[src/rtl/uart_pkg.sv]
// ==========================================================================
// uart_pkg : shared UART types and parity helpers                 rev 1.0
// ==========================================================================
`default_nettype none

package uart_pkg;

   typedef enum logic [2:0] {
      IDLE   = 3'd0,
      START  = 3'd1,
      DATA   = 3'd2,
      PARITY = 3'd3,
      STOP   = 3'd4
   } uart_tx_state_t;

   typedef enum logic [1:0] {
      PAR_NONE = 2'b00,
      PAR_EVEN = 2'b01,
      PAR_ODD  = 2'b10,
      PAR_RSVD = 2'b11
   } uart_par_t;

   localparam int unsigned MAX_DATA_BITS = 9;

   function automatic logic par_enabled(input uart_par_t m);
      return (m == PAR_EVEN) || (m == PAR_ODD);
   endfunction

   // Zero-extension to MAX_DATA_BITS leaves the XOR reduction unchanged.
   function automatic logic par_bit(input logic [MAX_DATA_BITS-1:0] d, input uart_par_t m);
      return (m == PAR_ODD) ? ~^d : ^d;
   endfunction

endpackage

`default_nettype wire

[src/rtl/uart_baud_tick.sv]
// ==========================================================================
// uart_baud_tick : bit-period timer with clear, shared by TX and RX  rev 1.0
// ==========================================================================
`default_nettype none

module uart_baud_tick #(
   parameter int unsigned CLKS_PER_BIT = 2604
) (
   input  logic clk,
   input  logic rst,
   input  logic clr_i,
   output logic bit_tick_o,
   output logic pre_tick_o
);

   localparam int unsigned CW = (CLKS_PER_BIT > 1) ? $clog2(CLKS_PER_BIT) : 1;
   localparam logic [CW-1:0] LAST = CW'(CLKS_PER_BIT - 1);
   localparam logic [CW-1:0] PRE  = CW'(CLKS_PER_BIT - 2);

   logic [CW-1:0] cnt_q;
   logic [CW-1:0] cnt_d;

   assign bit_tick_o = (cnt_q == LAST);
   // One cycle ahead of bit_tick, lets callers register end-of-bit flags.
   assign pre_tick_o = (cnt_q == PRE);

   always_comb begin
      cnt_d = cnt_q + CW'(1);
      if (clr_i || bit_tick_o) begin
         cnt_d = '0;
      end
   end

   always_ff @(posedge clk) begin
      if (rst) begin
         cnt_q <= '0;
      end else begin
         cnt_q <= cnt_d;
      end
   end

endmodule

`default_nettype wire

[src/rtl/uart_tx_frame.sv]
// ==========================================================================
// uart_tx_frame : UART transmitter with one-entry holding buffer   rev 1.0
// ==========================================================================
`default_nettype none

module uart_tx_frame
   import uart_pkg::*;
#(
   parameter int unsigned DATA_BITS    = 8,
   parameter int unsigned CLKS_PER_BIT = 2604
) (
   input  logic                 clk,
   input  logic                 rst,
   input  logic [DATA_BITS-1:0] tx_data,
   input  logic                 tx_valid,
   output logic                 tx_ready,
   input  logic [1:0]           par_mode,
   input  logic                 stop2,
   output logic                 TX,
   output logic                 tx_busy,
   output logic                 tx_done
);

   localparam int unsigned BCW = $clog2(DATA_BITS + 1);
   localparam logic [BCW-1:0] LAST_BIT = BCW'(DATA_BITS - 1);

   logic                 buf_full_q;
   logic [DATA_BITS-1:0] buf_data_q;
   uart_par_t            buf_par_q;
   logic                 buf_stop2_q;

   uart_tx_state_t       state_q;
   logic [DATA_BITS-1:0] shift_q;
   logic [BCW-1:0]       bit_cnt_q;
   logic                 stop_cnt_q;
   logic                 par_bit_q;
   logic                 par_en_q;
   logic                 stop2_q;
   logic                 tx_q;
   logic                 busy_q;
   logic                 done_q;

   logic bit_tick;
   logic pre_tick;
   logic accept;
   logic last_stop;
   logic unload;

   uart_baud_tick #(
      .CLKS_PER_BIT(CLKS_PER_BIT)
   ) u_baud (
      .clk        (clk),
      .rst        (rst),
      .clr_i      (state_q == IDLE),
      .bit_tick_o (bit_tick),
      .pre_tick_o (pre_tick)
   );

   assign tx_ready  = ~buf_full_q;
   assign accept    = tx_valid & ~buf_full_q;
   assign last_stop = (state_q == STOP) && (!stop2_q || stop_cnt_q);
   // Buffer drains into the shifter from IDLE or straight at the end of a frame.
   assign unload    = buf_full_q && ((state_q == IDLE) || (last_stop && bit_tick));

   assign TX      = tx_q;
   assign tx_busy = busy_q;
   assign tx_done = done_q;

   always_ff @(posedge clk) begin
      if (rst) begin
         buf_full_q  <= 1'b0;
         buf_data_q  <= '0;
         buf_par_q   <= PAR_NONE;
         buf_stop2_q <= 1'b0;
      end else if (accept) begin
         buf_full_q  <= 1'b1;
         buf_data_q  <= tx_data;
         buf_par_q   <= uart_par_t'(par_mode);
         buf_stop2_q <= stop2;
      end else if (unload) begin
         buf_full_q  <= 1'b0;
      end
   end

   always_ff @(posedge clk) begin
      if (rst) begin
         state_q    <= IDLE;
         shift_q    <= '0;
         bit_cnt_q  <= '0;
         stop_cnt_q <= 1'b0;
         par_bit_q  <= 1'b0;
         par_en_q   <= 1'b0;
         stop2_q    <= 1'b0;
         tx_q       <= 1'b1;
         busy_q     <= 1'b0;
         done_q     <= 1'b0;
      end else begin
         done_q <= last_stop && pre_tick;
         if (unload) begin
            state_q    <= START;
            tx_q       <= 1'b0;
            busy_q     <= 1'b1;
            shift_q    <= buf_data_q;
            par_bit_q  <= par_bit(MAX_DATA_BITS'(buf_data_q), buf_par_q);
            par_en_q   <= par_enabled(buf_par_q);
            stop2_q    <= buf_stop2_q;
            stop_cnt_q <= 1'b0;
         end else if (bit_tick) begin
            case (state_q)
               START: begin
                  state_q   <= DATA;
                  tx_q      <= shift_q[0];
                  shift_q   <= shift_q >> 1;
                  bit_cnt_q <= '0;
               end
               DATA: begin
                  if (bit_cnt_q == LAST_BIT) begin
                     if (par_en_q) begin
                        state_q <= PARITY;
                        tx_q    <= par_bit_q;
                     end else begin
                        state_q <= STOP;
                        tx_q    <= 1'b1;
                     end
                  end else begin
                     bit_cnt_q <= bit_cnt_q + BCW'(1);
                     tx_q      <= shift_q[0];
                     shift_q   <= shift_q >> 1;
                  end
               end
               PARITY: begin
                  state_q <= STOP;
                  tx_q    <= 1'b1;
               end
               STOP: begin
                  if (last_stop) begin
                     state_q <= IDLE;
                     tx_q    <= 1'b1;
                     busy_q  <= 1'b0;
                  end else begin
                     stop_cnt_q <= 1'b1;
                  end
               end
               default: begin
                  state_q <= IDLE;
               end
            endcase
         end
      end
   end

endmodule

`default_nettype wire

[config.mk]
export PLATFORM = sky130hd
export DESIGN_NAME = uart_tx_frame
export DESIGN_NICKNAME = d
export VERILOG_FILES = /design/src/rtl/uart_pkg.sv /design/src/rtl/uart_baud_tick.sv /design/src/rtl/uart_tx_frame.sv
export SDC_FILE = /design/constraint.sdc
export NUM_CORES = 1
export LEC_CHECK = 0
export CORE_UTILIZATION = 61
export CTS_CLUSTER_SIZE = 8
export DETAILED_ROUTE_END_ITERATION = 8
export MAX_ROUTING_LAYER = met4
export PLACE_DENSITY = 0.83
export SYNTH_ARGS = -nofsm -noshare
export SYNTH_HDL_FRONTEND = slang
export SYNTH_HIERARCHICAL = 1
export SYNTH_SLANG_ARGS = --single-unit
[constraint.sdc]
create_clock -name clk -period 4.92 [get_ports clk]
set_clock_uncertainty 0.05 [all_clocks]
set_input_delay 0.492 -clock clk [delete_from_list [all_inputs] [get_ports clk]]
set_output_delay 0.492 -clock clk [all_outputs]
set_load 0.05 [all_outputs]
==> results of run 1 <==
==> layer usage <==
| layer | vias to the layer above | track usage | share of wire |
|---|---|---|---|
| li1 | 911 | - | - |
| met1 | 826 | 0.3426 | 0.50 |
| met2 | 49 | 0.3516 | 0.44 |
| met3 | 5 | 0.04927 | 0.045 |
| met4 | 0 | 0.07267 | 0.011 |
| met5 | - | - | 0 |
==> state kept, by name, indices dropped and copies added, names as in the netlist <==
name,flops
state_q,3
tx_busy,1
par_bit_q,1
u_baud/cnt_q,12
par_en_q,1
stop2_q,1
buf_par_q,2
bit_cnt_q,4
shift_q,8
tx_done,1
buf_data_q,8
buf_full_q,1
stop_cnt_q,1
TX,1
buf_stop2_q,1
==> final cells by class <==
class,count,area (µm²),area share
well taps,46,57.56,0.02351
multi-input cells,178,1187,0.4849
clock buffers,8,78.83,0.03219
repair buffers,18,177.7,0.07256
flip-flops and latches,46,920.9,0.3761
inverters,7,26.28,0.01073
==> synthesized netlist by cell type, drive strengths merged <==
library cell,n
inv,7
and2,1
a31oi,2
nor4b,3
nor2b,4
nor2,11
and2b,1
a21oi,25
a22oi,8
xor2,2
nand3b,1
o41ai,1
or3b,1
dfxtp,46
o21ai,8
a311oi,1
nor4bb,1
nand2,32
xnor3,1
o21a,1
nor3,11
clkbuf,7
ha,4
a32oi,1
buf,7
nand4,2
and4,2
or2,1
or4,4
and3b,1
nand3,15
a21o,2
o31ai,5
nor4,1
xnor2,7
and3,2
a211oi,9
a41oi,1
or3,3
mux2i,2
nand2b,1
==> logic make-up (layout without fill, tap and decap cells) <==
logic type	Yosys count	count (layout)
compound gates	64	64
buf+inv	21	33
mux	2	2
flops	46	46
xor+xnor	10	10
simple gates	98	98
fa+ha+maj	4	4
==> path summary, 6_finish.rpt <==
path                                              end                       start  depth (start not counted)  slack [ns]
worst max-delay path            par_en_q$_SDFFE_PP0P_  u_baud/cnt_q[0]$_SDFF_PP0_                          8        1.88
worst min-delay path             stop2_q$_SDFFE_PP0P_    buf_stop2_q$_SDFFE_PP0P_                          2        0.41
worst max register to register  par_en_q$_SDFFE_PP0P_  u_baud/cnt_q[0]$_SDFF_PP0_                          8        1.88
worst min register to register   stop2_q$_SDFFE_PP0P_    buf_stop2_q$_SDFFE_PP0P_                          2        0.41
==> critical path: stages, from the launching register on <==
cell	delay, ns
dfxtp_1	0.43
ha_1	0.24
nor4b_1	0.22
and4_1	0.63
inv_1	0.25
o21ai_1	0.22
and3_1	0.60
nor2_1	0.12
a211oi_2	0.22
==> metrics by stage <==
| stage | instances | total power (W) |
|---|---|---|
| floorplan | 245 | 0.0004680 |
| global placement | 295 | 0.0004884 |
| detailed placement | 295 | 0.0004904 |
| CTS | 303 | 0.0006990 |
| global route | 303 | 0.0007261 |
| finish | 303 | 0.0006919 |
==> power groups by stage <==
stage / combinational (W) / clock, W / sequential, W
floorplan: 0.0000597 / 0 / 0.000408
global placement: 0.0000828 / 0 / 0.000406
detailed placement: 0.0000843 / 0 / 0.000406
CTS: 0.0000847 / 0.000217 / 0.000398
global route: 0.0000949 / 0.000231 / 0.000400
finish: 0.0000844 / 0.000210 / 0.000398
==> results.txt, run 1 <==
top cell type's share of synthesized area: 0.4142
logic gate share of total power: 0.122
average vias per placed instance: 5.911
register bit total from synthesis: 46
vias in the first global route: 1,664
post-synthesis cell type count: 53
Synthesized Nets: 263
Internal Power: 0.0005220 W
design area: 2449 µm²
Relative slew margins: 0.5087
I/O Buffers: 17
largest net degree at the start of global routing: 36
nets: 274
register area share after synthesis: 0.4142
Horiz. Die Dim: 62.37 µm
clock power share: 0.303
CTS tree: done
post-synthesis cell count: 245
CTS Buf Count: 5
I/O Pins: 18
Tightest Hold Check Type: register to register
Rows: 21
final routed DRC violation total: 0
Yosys warning total: 6
most common cell after layout, fill and taps aside: dfxtp_1
post-synthesis compound-gate area fraction: 0.1998
status: complete, no violations
cts hold-fix bufs: 0
final setup vio count: 0
post-CTS resize count: 0
setup TNS: 0 ns
Avg WL per Cell: 13.35 µm
Clock Tree Buf Depth: 2
Adder-Cell Fraction of Synth Area: 0.02251
Post-CTS Setup Inserts: 0
largest family of logic cells by synthesized area: simple AND/OR/NAND/NOR gates
critical-path maximum fanout: 17
first-pass GRT wire length: 7445 µm
ant diodes: 0
clk root buf: clkbuf_4
fillers: 290
Skew-Pair Late Insertion Delay: 0.35 ns
Slew Limit Fails: 0
arrival time of the worst setup path: 3.27 ns
pre-CTS WS: 1.924 ns
Placed Area: 2370 µm²
Sw Share: 0.2455
most frequent cells in the layout: dfxtp_1, nand2_1, a21oi_1
Max Clock Freq: 328.8 MHz
CP Launch Type: register
Clk pin slew, worst setup/hold paths: 0.13 ns
Critical Path RT: 5.15 ns
unrepaired setup endpoints after global routing: false
Overall Global Routing Usage: 0.2430
Setup CP Type: register to register
Num Clock Sinks: 46
Synth Cell Area: 2223 µm²
WL final: 4044 µm
endpoints failing hold: 0
Core ar.: 3416 µm²
TritonRoute pass-1 iters: 4
Pleak: 0.8085 nW
die extent in y: 62.37 µm
part of the power in registers: 0.575
antenna violations before repair: 0
Tcrit/Tclk final: 0.6181
pwr dens: 282.6 nW/µm²
minimum clock period: 3.041 ns
Setup crit end kind: register
area share of and/or/nand/nor cells after synthesis: 0.2572
Hold WS: 0.4100 ns
global route overflow: 0
Syn-to-layout area delta: 10.13%
xor and xnor area share after synthesis: 0.04558
layout cells sized above 1: 0.1245
top post-synthesis cells by area: dfxtp_1, a21oi_1, nand2_1, nand3_1, xnor2_1
Avg Cell Area, Syn: 9.075 µm²
worst-margin pin slew: 0.7320 ns
Worst VDD drop: 0.1907 mV
max cap viols: 0
CTS H-tree lvls: 2
post-synth top area cell: dfxtp_1
drt first-iter violations: 141
P_sw: 0.0001699 W
final core occ: 0.7169
final setup margin: 1.879 ns
mux share of post-synthesis cell area: 0.009004
Initial Utilization: 0.6509
GP Congestion: 0.8247
total vias in the final route: 1,791
post-route ant nets: 0
die area: 3890 µm²
hpwl dp: 2818 µm
Power figures use the tool's default switching activity.
==> inputs of run 2 (changes only) <==
CORE_UTILIZATION = 52   (was 61)
PLACE_DENSITY = 0.75   (was 0.83)
clock period = 2.7 ns   (was 4.92 ns; I/O delays follow)
==> run 2 against run 1 <==
Against the previous run: cell area grew 1.1%; non-clock buffer count grew 3; cell count grew 2.0%; largest cell class unchanged.
==> results.txt, run 2 (same netlist as run 1, synthesis figures left out) <==
vias in the first global route: 1,510
biggest regs: u_baud/cnt_q x12, buf_data_q x8, shift_q x8
global route overflow: 0
Max Clock Freq: 422.0 MHz
Min-Delay Path Depth: 2
Avg WL per Cell: 13.99 µm
Clock Tree Buf Depth: 2
endpoints failing hold: 0
crit-path max cell delay: 0.41 ns
hpwl dp: 3031 µm
final routed DRC violation total: 0
Bufs and invs on worst path: 2
unrepaired setup endpoints after global routing: false
Overall Global Routing Usage: 0.2177
Rows: 23
layout cells sized above 1: 0.1313
post-route ant nets: 0
I/O Buffers: 17
drt first-iter violations: 141
Skew-Pair Late Insertion Delay: 0.30 ns
Largest register FFs: 12
pwr dens: 515.7 nW/µm²
arrival time of the worst setup path: 2.54 ns
ant diodes: 0
Syn-to-layout area delta: 11.37%
die area: 4541 µm²
worst-margin pin slew: 0.7510 ns
minimum clock period: 2.370 ns
largest net degree at the start of global routing: 22
Num Clock Sinks: 46
WL final: 4322 µm
GP Congestion: 0.8361
Pleak: 0.8228 nW
CP Launch Type: register
Relative slew margins: 0.4960
Worst VDD drop: 0.3882 mV
r2r worst-path depth: 9
CTS Buf Count: 5
Post-CTS Setup Inserts: 0
HP Start: par_bit_q$_SDFFE_PP0P_
nets: 277
status: complete, no violations
Tightest Hold Check Type: register to register
worst reg2reg endpoint: shift_q[1]$_SDFFE_PP0P_
Clk pin slew, worst setup/hold paths: 0.08 ns
final setup vio count: 0
Initial Utilization: 0.5479
I/O Pins: 18
Critical Path RT: 2.87 ns
total vias in the final route: 1,770
grt met2 use: 0.3150
final core occ: 0.6102
CTS tree: done
die extent in y: 67.39 µm
slowest CP cell: dfxtp_1
post-CTS resize count: 0
worst r2r src: u_baud/cnt_q[0]$_SDFF_PP0_
r2r setup slk: 0.33 ns
most flop-heavy register: u_baud/cnt_q
CTS H-tree lvls: 2
most common cell after layout, fill and taps aside: dfxtp_1
Slew Limit Fails: 0
met3 usage: 0.03547
Tcrit/Tclk final: 0.8777
met1 Use GR: 0.2966
first-pass GRT wire length: 7113 µm
crit-path cells: ha_1 > nor4b_1 > and4_1 > inv_1 > o21ai_1 > and3_1 > buf_4 > a22oi_1 > a21oi_1
max cap viols: 0
TritonRoute pass-1 iters: 4
most frequent cells in the layout: dfxtp_1, nand2_1, a21oi_1
setup TNS: 0 ns
Hold Path End: par_bit_q$_SDFFE_PP0P_
GRT Max-Usage Layer: met2
Horiz. Die Dim: 67.39 µm
delay-heaviest family, CP: simple AND/OR/NAND/NOR gates
Setup CP Type: register to register
Hold WS: 0.4106 ns
critical-path maximum fanout: 10
Core ar.: 4058 µm²
average vias per placed instance: 5.728
fillers: 354
clk root buf: clkbuf_8
Setup crit end kind: register
cts hold-fix bufs: 0
antenna violations before repair: 0
-- run 2: layout make-up --
cell class | instances | area, µm² | share of cell area
Clock buffer | 5 | 68.82 | 0.02779
Inverter | 7 | 26.28 | 0.01061
Clock inverter | 2 | 10.01 | 0.004042
Multi-Input combinational cell | 178 | 1187 | 0.4795
Sequential cell | 46 | 920.9 | 0.3719
Tap cell | 50 | 62.56 | 0.02527
Timing Repair Buffer | 21 | 200.2 | 0.08085
-- run 2: routing by layer --
metal	wire length, µm	part of all wire
met1	2198	0.51
met2	1893	0.44
met3	156	0.036
met4	74	0.017
met5	0	0
-- run 2: worst register-to-register path: stages (launching register included) --
cell and delay, ns:
dfxtp_1 0.41, ha_1 0.24, nor4b_1 0.23, and4_1 0.24, inv_1 0.11, o21ai_1 0.19
and3_1 0.36, buf_4 0.24, a22oi_1 0.09, a21oi_1 0.15
-- run 2: metrics by stage --
step / cell area (µm²) / total power [W] / setup WS [ns] / cells
after global placement: 2397 / 0.0008959 / 0.4468 / 302
after floorplan: 2223 / 0.0008527 / 0.3407 / 245
after CTS: 2476 / 0.001290 / 0.3295 / 309
final: 2476 / 0.001277 / 0.3302 / 309
after global routing: 2476 / 0.001332 / 0.1083 / 309
after detailed placement: 2397 / 0.0008978 / 0.3439 / 302
-- run 2: worst max path at each step --
stage	start	end	slack (ns)	cells past startpoint
floorplan	u_baud/cnt_q[0]$_SDFF_PP0_	TX$_SDFFE_PP1P_	0.34	10
global placement	u_baud/cnt_q[0]$_SDFF_PP0_	bit_cnt_q[2]$_SDFFE_PP0P_	0.45	8
detailed placement	u_baud/cnt_q[0]$_SDFF_PP0_	shift_q[0]$_SDFFE_PP0P_	0.34	9
CTS	u_baud/cnt_q[0]$_SDFF_PP0_	shift_q[0]$_SDFFE_PP0P_	0.33	9
global route	u_baud/cnt_q[0]$_SDFF_PP0_	shift_q[1]$_SDFFE_PP0P_	0.11	9
finish	u_baud/cnt_q[0]$_SDFF_PP0_	shift_q[1]$_SDFFE_PP0P_	0.33	9
-- run 2: where the power goes --
| part | switching, W | internal, W | total, W |
|---|---|---|---|
| logic | 0.0000837 | 0.0000733 | 0.000157 |
| clock network | 0.000221 | 0.000174 | 0.000395 |
| registers | 0.0000222 | 0.000702 | 0.000724 |
| total | 0.000327 | 0.000949 | 0.00128 |
==> inputs of run 3 (changes only) <==
ABC_AREA = 1   (was unset)
CORE_MARGIN = 3   (was unset)
CTS_CLUSTER_DIAMETER = 80   (was unset)
==> run 3 against run 2 <==
Against the previous run: cell area increased by 7.5%; die area increased by 18%; largest cell class unchanged; critical path depth did not move; routed wire length is 7.3% higher; highest routed layer unchanged; combinational power rose by 15%; maximum frequency rose by 12%; flip-flop and latch count stayed put.
==> results.txt, run 3 <==
Horiz. Die Dim: 73.08 µm
post-CTS resize count: 0
Max Clock Freq: 473.7 MHz
r2r setup slk: 0.59 ns
post-synthesis compound-gate area fraction: 0.1037
worst reg2reg endpoint: par_en_q$_SDFFE_PP0P_
final setup margin: 0.5889 ns
antenna violations before repair: 0
Hold Path End: buf_par_q[0]$_SDFFE_PP0P_
drt first-iter violations: 120
status: complete, no violations
pwr dens: 572.1 nW/µm²
Setup crit end kind: register
total vias in the final route: 2,102
setup TNS: 0 ns
delay-heaviest family, CP: compound AO/OA/AOI/OAI gates
Relative slew margins: 0.6625
clock power share: 0.398
largest family of logic cells by synthesized area: simple AND/OR/NAND/NOR gates
CTS H-tree lvls: 2
Internal Power: 0.001150 W
pre-CTS WS: 0.6484 ns
average vias per placed instance: 5.102
clk root buf: clkbuf_8
EDFF count, synth: 0
worst-margin pin slew: 0.5047 ns
Skew-Pair Late Insertion Delay: 0.30 ns
post-synth top area cell: dfxtp_1
Tightest Hold Check Type: register to register
fillers: 378
WL final: 4637 µm
CTS tree: done
Adder-Cell Fraction of Synth Area: 0.02139
Bufs and invs on worst path: 2
mux share of post-synthesis cell area: 0
unrepaired setup endpoints after global routing: false
Tot Pwr: 0.001523 W
CP Launch Type: register
Main synth FF type: dfxtp_1
Sw Share: 0.2451
Min-Delay Path Depth: 2
Rows: 23
Clk pin slew, worst setup/hold paths: 0.09 ns
ys async rst share: 0
most common cell after layout, fill and taps aside: nand2_1
post-synthesis cell count: 344
register bit total from synthesis: 46
slowest CP cell: dfxtp_1
Worst VDD drop: 0.3962 mV
most frequent cell after synthesis: nand2_1
die extent in y: 73.08 µm
Clock Tree Buf Depth: 2
Pleak: 1.154 nW
post-route ant nets: 0
largest net degree at the start of global routing: 18
Overall Global Routing Usage: 0.2008
arrival time of the worst setup path: 2.30 ns
Core ar.: 4173 µm²
global route overflow: 0
Yosys warning total: 6
critical-path maximum fanout: 12
part of the power in registers: 0.483
Avg Cell Area, Syn: 6.802 µm²
top post-synthesis cells by area: dfxtp_1, nand2_1, nand3_1, inv_1, a21oi_1
Post-synth top cells: nand2_1, dfxtp_1, inv_1, nand3_1, nor2_1
die area: 5341 µm²
Slew Limit Fails: 0
Initial Utilization: 0.5607
crit-path max cell delay: 0.38 ns
minimum clock period: 2.111 ns
crit-path cells: ha_1 > inv_1 > nor2_1 > nand3_1 > inv_1 > nand4_2 > a21oi_1 > o21ai_0 > a21oi_1
worst r2r src: u_baud/cnt_q[1]$_SDFF_PP0_
Post-CTS Setup Inserts: 0
most flop-heavy register: u_baud/cnt_q
Largest register FFs: 12
design area: 2663 µm²
Synthesized Nets: 362
Placed Area: 2525 µm²
max cap viols: 0
layout cells sized above 1: 0.06630
hpwl dp: 3456 µm
most frequent cells in the layout: nand2_1, dfxtp_1, inv_1
final core occ: 0.6381
r2r worst-path depth: 9
nets: 379
I/O Pins: 18
area share of and/or/nand/nor cells after synthesis: 0.3551
register area share after synthesis: 0.3936
Setup CP Type: register to register
GP Congestion: 0.8707
cts hold-fix bufs: 0
vias in the first global route: 1,962
top cell type's share of synthesized area: 0.3936
final setup vio count: 0
post-synthesis cell type count: 26
logic gate share of total power: 0.119
Synth Cell Area: 2340 µm²
CTS Buf Count: 5
I/O Buffers: 17
Critical Path RT: 2.89 ns
P_sw: 0.0003733 W
TritonRoute pass-1 iters: 5
first-pass GRT wire length: 8300 µm
Avg WL per Cell: 11.25 µm
ant diodes: 0
Tcrit/Tclk final: 0.7819
biggest regs: u_baud/cnt_q x12, buf_data_q x8, shift_q x8
Syn-to-layout area delta: 13.80%
xor and xnor area share after synthesis: 0.02246
Num Clock Sinks: 46
HP Start: buf_par_q[0]$_SDFFE_PP0P_
endpoints failing hold: 0
final routed DRC violation total: 0
-- run 3: cell count changes after synthesis, moves of 6 or more --
cell,change
nand2_1,+59
inv_1,+39
nor2_1,+27
nand3_1,+24
o21ai_0,+10
nor3_1,-9
nand4_1,+7
a22oi_1,-6
clkbuf_1,-6
-- run 3: logic make-up after synthesis --
group,Yosys count
simple gates,184
buf+inv,57
compound gates,47
flops,46
xor+xnor,6
fa+ha+maj,4
-- run 3: area by class of cell --
class | instances | area (µm²) | area share
Timing Repair Buffer | 19 | 185.2 | 0.06955
Multi-Input combinational cell | 241 | 1176 | 0.4417
Inverter | 48 | 180.2 | 0.06767
Clock buffer | 5 | 68.82 | 0.02585
Tap cell | 50 | 62.56 | 0.02350
Clock inverter | 3 | 68.82 | 0.02585
Sequential cell | 46 | 920.9 | 0.3459
-- run 3: layer usage --
metal	vias up	GRT usage	share of wire
met2	46	0.3347	0.46
met1	920	0.2409	0.48
met5	-	-	0
met3	7	0.03857	0.041
met4	0	0.06967	0.015
li1	1129	-	-
-- run 3: worst reg2reg max path, cell delays in order, from the launching register on --
cell	delay [ns]
dfxtp_1	0.38
ha_1	0.18
inv_1	0.05
nor2_1	0.09
nand3_1	0.12
inv_1	0.35
nand4_2	0.22
a21oi_1	0.35
o21ai_0	0.13
a21oi_1	0.13
-- run 3: power by group through the flow --
stage / logic (W) / registers [W] / clock network, W
2_1_floorplan: 0.000128 / 0.000751 / 0
3_3_place_gp: 0.000178 / 0.000751 / 0
3_5_place_dp: 0.000180 / 0.000751 / 0
4_1_cts: 0.000182 / 0.000736 / 0.000623
5_1_grt: 0.000205 / 0.000741 / 0.000650
6_report: 0.000181 / 0.000736 / 0.000606
-- run 3: metrics by stage --
stage,std cells,hold WS (ns)
after global routing,412,0.4325
final,412,0.4189
after global placement,404,0.3969
after floorplan,344,0.3549
after CTS,412,0.4184
after detailed placement,404,0.4050
-- run 3: how the worst max path moves through the flow --
stage,start,to,slack (ns),cells past startpoint
after floorplan,u_baud/cnt_q[0]$_SDFF_PP0_,stop2_q$_SDFFE_PP0P_,0.98,11
after global placement,u_baud/cnt_q[0]$_SDFF_PP0_,par_bit_q$_SDFFE_PP0P_,0.70,10
after detailed placement,u_baud/cnt_q[1]$_SDFF_PP0_,par_bit_q$_SDFFE_PP0P_,0.65,10
after CTS,u_baud/cnt_q[1]$_SDFF_PP0_,par_en_q$_SDFFE_PP0P_,0.61,9
after global routing,u_baud/cnt_q[0]$_SDFF_PP0_,par_en_q$_SDFFE_PP0P_,0.34,9
final,u_baud/cnt_q[1]$_SDFF_PP0_,par_en_q$_SDFFE_PP0P_,0.59,9
==> RTL change 1 (flow settings as in run 2) <==
`CLKS_PER_BIT` is set to 2604 in 2 places; all go to 1302.
--- a/src/rtl/uart_baud_tick.sv
+++ b/src/rtl/uart_baud_tick.sv
@@ -5,5 +5,5 @@
 
 module uart_baud_tick #(
-   parameter int unsigned CLKS_PER_BIT = 2604
+   parameter int unsigned CLKS_PER_BIT = 1302
 ) (
    input  logic clk,
--- a/src/rtl/uart_tx_frame.sv
+++ b/src/rtl/uart_tx_frame.sv
@@ -8,5 +8,5 @@
 #(
    parameter int unsigned DATA_BITS    = 8,
-   parameter int unsigned CLKS_PER_BIT = 2604
+   parameter int unsigned CLKS_PER_BIT = 1302
 ) (
    input  logic                 clk,
Formal check against the unedited RTL: no difference found for any inputs over 10 cycles, from zero or initial values and one cycle with rst high; that may be too few to reach the edited logic, so the function may still have changed.
==> RTL change 1 against run 2 <==
  * Area after synthesis down 1.8%
  * Final area down 1.1%
  * Power down 0.71%
  * Setup slack worse by 0.038 ns
  * Routed wire length down 3.6%
  * Sequential share of layout area down 0.40 points
  * Sequential cell count down 1
  * Via count down 0.73%
  * Clock power up 1%
  * Largest power group unchanged
==> RTL change 1: results (changes against run 2) <==
status -> finished clean
reg2reg start -> u_baud/cnt_q[6]
Synth Net Count -> 260 (-1.1%)
Switching Fraction -> 0.2556 (-0.0007878)
initial antenna violation count -> 0 (unchanged)
vias in the first global route -> 1583 (+4.8%)
nets -> 276 (-0.36%)
CP max stage cell -> or4b_4
Setup crit end -> shift_q[4]
Cell Area, Placed -> 2366 sq um (-1.3%)
top cells by count, synth -> dfxtp_1 (45), nand2_1 (33), a21oi_1 (25)
share of cells above drive strength 1 -> 0.1202 (-0.01112)
arrival time worst endpoint -> 2.59 ns (+0.05 ns)
Starting DRT DRC Count -> 138 (-2.1%)
GPL Wtd Cong -> 0.8108 (-3.0%)
syn avg cell area -> 9.060 sq um (-0.17%)
vias per std cell -> 5.705 (-0.41%)
largest net degree at the start of global routing -> 20 (-9.1%)
fraction of registers with async set/reset -> 0 (unchanged)
leakage -> 0.8090 nW (-1.7%)
GRT Total Usage -> 0.2165 (-0.001156)
crit-path max cell delay -> 0.55 ns (+0.14 ns)
r2r setup slk -> 0.29 ns (-0.04 ns)
dominant cells by area after synthesis -> dfxtp_1 (41%), a21oi_1 (5.7%), nand2_1 (5.7%)
Peak VDD IR -> 0.0004102 V (+5.7%)
Regs by FF count -> u_baud/cnt_q: 11 flops, buf_data_q: 8 flops, shift_q: 8 flops
Routed WL -> 4168 um (-3.6%)
HP Start -> buf_stop2_q
Worst Hold End -> stop2_q
WHS -> 0.4039 ns (-0.006651 ns)
Synth cell types -> 52 (-1.9%)
placed cell count -> 300 (-0.66%)
Worst Reg-to-Reg Cells -> 7 (-2)
first-pass GRT wire length -> 7100 um (-0.18%)
Seq/Total Area, Yosys -> 0.4126 (-0.001574)
worst-path maximum fanout -> 9 (-1)
number of fill cells -> 365 (+3.1%)
Non-Filler Instances -> 308 (-0.32%)
Post-DP HPWL -> 2954 um (-2.5%)
relative slew slack -> 0.5154 (+0.01944)
RTL change 1: cells by family (layout without fill, tap and decap cells):
group           after synthesis  in the layout  share of synthesized area
xor+xnor                     10             10                    0.04642
buf+inv                      21             38                    0.05558
compound gates               62             62                     0.1908
simple gates                 96             96                     0.2567
fa+ha+maj                     5              5                    0.02865
mux                           2              2                   0.009169
flops                        45             45                     0.4126
RTL change 1: per-layer routing:
metal	wire length (um)	global-route usage	vias to the layer above
li1	-	-	897
met1	2113	0.2842	817
met2	1841	0.3194	38
met3	165	0.05651	5
met4	47	0.07713	0
met5	0	-	-
RTL change 1: final cells by class:
cell class                 count  area, sq um  share of cell area
clock buffer                   6        72.57             0.02964
clock inverter                 2        10.01            0.004088
inverter                       7        26.28             0.01073
multi-input combinational    175         1161              0.4742
sequential                    45        900.9              0.3679
tap                           50        62.56             0.02555
timing repair buffer          23        215.2             0.08789
RTL change 1: power by group through the flow:
| stage | registers, mW | logic [mW] | clock network, mW |
|---|---|---|---|
| after floorplan | 0.729 | 0.109 | 0 |
| after global placement | 0.724 | 0.159 | 0 |
| after detailed placement | 0.724 | 0.161 | 0 |
| after CTS | 0.709 | 0.161 | 0.409 |
| after global routing | 0.712 | 0.177 | 0.436 |
| final | 0.709 | 0.160 | 0.399 |
RTL change 1: metrics by stage:
stage          worst slack [ns]  total power [mW]
2_1_floorplan            0.3324            0.8377
5_1_grt                 0.09764             1.325
6_report                 0.2921             1.268
4_1_cts                  0.3200             1.279
3_3_place_gp             0.3874            0.8831
3_5_place_dp             0.3249            0.8850
RTL change 1: critical path: cells and delay by family (launching register included):
family	cells	cell delay [ns]
DFF	1	0.37
buffers and inverters	1	0.16
AOI/OAI and AO/OA	3	0.69
and+or+nand+nor	3	1.07
==> RTL change 2 (config.mk and constraints of run 2) <==
Made on the original files. Add an input register stage for `par_mode`; this delays it by one clock. The other inputs are not delayed to match.
--- a/src/rtl/uart_tx_frame.sv
+++ b/src/rtl/uart_tx_frame.sv
@@ -24,4 +24,10 @@
    localparam int unsigned BCW = $clog2(DATA_BITS + 1);
    localparam logic [BCW-1:0] LAST_BIT = BCW'(DATA_BITS - 1);
+
+   logic [1:0] par_mode_q;
+
+   always_ff @(posedge clk) begin
+      par_mode_q <= par_mode;
+   end
 
    logic                 buf_full_q;
@@ -76,5 +82,5 @@
          buf_full_q  <= 1'b1;
          buf_data_q  <= tx_data;
-         buf_par_q   <= uart_par_t'(par_mode);
+         buf_par_q   <= uart_par_t'(par_mode_q);
          buf_stop2_q <= stop2;
       end else if (unload) begin
Behaviour: same outputs for any inputs over 10 cycles, from zero or initial values and one cycle with rst high; that may be too few to reach the edited logic, so the function may still have changed.
==> RTL change 2 against run 2 <==
  * Routed wire length rose by 0.35%
  * Cell count up 4.2%
  * Sequential cell count rose by 2
  * First-iteration DRC count is 15% lower
  * Final area is 0.81% higher
  * Sequential power is 5.0% higher
  * Area after synthesis is 0.62% lower
  * Maximum frequency decreased by 4.2%
  * Utilization up 0.93 points
  * Setup slack got worse by 0.10 ns
  * Power grew 6.7%
  * Clock power increased by 11%
  * Sequential share of layout area grew 1.3 points
  * Combinational power is 4% higher
  * Critical endpoint is now par_en_q
  * Highest routed layer unchanged
==> RTL change 2: results (changes against run 2) <==
status -> finished clean
prevailing post-synth register cell -> dfxtp_1
clock latency on the worst-skew pair -> 0.30 ns (about the same)
arrival time worst endpoint -> 2.65 ns (+0.11 ns)
Routed WL -> 4337 um (+0.35%)
nets -> 289 (+4.3%)
Root Driver -> clkbuf_8
reg2reg start -> u_baud/cnt_q[0]
CP max stage cell -> or4b_1
post-synthesis mux area share -> 0 (-0.009004)
1st-pass router iterations -> 5 (+1)
r2r setup slk -> 0.23 ns (-0.10 ns)
GPL Wtd Cong -> 0.8434 (+0.87%)
largest net degree at the start of global routing -> 35 (+59%)
Synth Net Count -> 275 (+4.6%)
Worst Hold End -> par_mode_q[1]
Seq pwr share -> 0.558 (-0.009)
post_cts resized -> 0 (unchanged)
Cell Area, Placed -> 2402 sq um (+0.21%)
adder and majority gate portion of the synthesized area -> 0.02265 (+0.0001402)
first-pass GRT wire length -> 7383 um (+3.8%)
Comb power -> 163 uW (+4%)
CTS max path bufs -> 2 (unchanged)
Peak VDD IR -> 0.0004371 V (+13%)
Worst R2R End -> par_en_q
share of cells above drive strength 1 -> 0.07353 (-0.05774)
Post-CTS Setup Bufs -> 0 (unchanged)
initial antenna violation count -> 0 (unchanged)
top cells by count, synth -> dfxtp_1 (48), nand2_1 (38), a21oi_1 (29)
worst-path maximum fanout -> 21 (+11)
Synth cell types -> 49 (-7.5%)
Post-DP HPWL -> 2961 um (-2.3%)
relative slew slack -> 0.5751 (+0.07910)
syn avg cell area -> 8.598 sq um (-5.3%)
worst hold path stage count -> 1 (-1)
vias per std cell -> 5.683 (-0.78%)
Synth Area in XOR/XNOR -> 0.04587 (+0.0002839)
htree depth -> 2 (unchanged)
vias -> 1830 (+3.4%)
worst min path class -> primary input to flip-flop
GRT Total Usage -> 0.2231 (+0.005418)
dominant cells by area after synthesis -> dfxtp_1 (43%), a21oi_1 (6.6%), nand2_1 (6.5%)
leakage -> 0.8220 nW (-0.10%)
placed cell count -> 314 (+4.0%)
HP Start -> par_mode[1]
Starting DRT DRC Count -> 120 (-15%)
crit-path max cell delay -> 0.50 ns (+0.09 ns)
Top pwr grp -> sequential cells
switching pwr -> 344.0 uW (+5.1%)
post-synthesis compound-gate area fraction -> 0.1818 (-0.01801)
Regs by FF count -> u_baud/cnt_q: 12 flops, buf_data_q: 8 flops, shift_q: 8 flops
vias in the first global route -> 1606 (+6.4%)
final setup violation count -> 0 (unchanged)
TritonCTS buffer count -> 5 (unchanged)
Seq/Total Area, Yosys -> 0.4349 (+0.02070)
Worst Reg-to-Reg Cells -> 9 (unchanged)
I/O Buffers -> 17 (unchanged)
RTL change 2: cell types whose count changed in the layout (fill, tap and decap cells not counted), moves of 3 or more:
cell,delta
a211oi_2,-3
a21oi_1,+4
nand2_1,+6
nand3_1,+3
nor4b_1,-3
or3_1,+3
RTL change 2: how the worst max path moves through the flow:
| stage | startpoint | to | cells after the start | slack, ns |
|---|---|---|---|---|
| floorplan | u_baud/cnt_q[0] | bit_cnt_q[0] | 10 | 0.10 |
| global placement | u_baud/cnt_q[0] | bit_cnt_q[2] | 7 | 0.31 |
| detailed placement | u_baud/cnt_q[0] | par_en_q | 9 | 0.25 |
| CTS | u_baud/cnt_q[0] | par_en_q | 9 | 0.23 |
| global route | u_baud/cnt_q[0] | bit_cnt_q[2] | 7 | 0.07 |
| finish | u_baud/cnt_q[0] | par_en_q | 9 | 0.23 |
RTL change 2: metal layers:
layer	global-route usage	vias to the layer above	wire, um
li1	-	947	-
met1	0.3054	832	2140
met2	0.3238	46	1927
met3	0.05068	5	212
met4	0.07181	0	56
met5	-	-	0
RTL change 2: through the flow:
| stage | total power, mW | utilization | hold slack [ns] | setup slack [ns] |
|---|---|---|---|---|
| finish | 1.362 | 0.6196 | 0.3577 | 0.2255 |
| global route | 1.424 | 0.6196 | 0.3475 | 0.06736 |
| CTS | 1.380 | 0.6196 | 0.3511 | 0.2337 |
| detailed placement | 0.9390 | 0.5963 | 0.3820 | 0.2470 |
| global placement | 0.9366 | 0.5963 | 0.3730 | 0.3062 |
| floorplan | 0.8883 | - | 0.2477 | 0.1028 |
RTL change 2: area by class of cell:
type                            instances  area, sq um
Fill cell                             379         1533
Multi-Input combinational cell        187         1149
Sequential cell                        48        960.9
Timing Repair Buffer                   21        200.2
Clock buffer                            7        86.33
Tap cell                               50        62.56
Inverter                                8        30.03
Clock inverter                          1        7.507
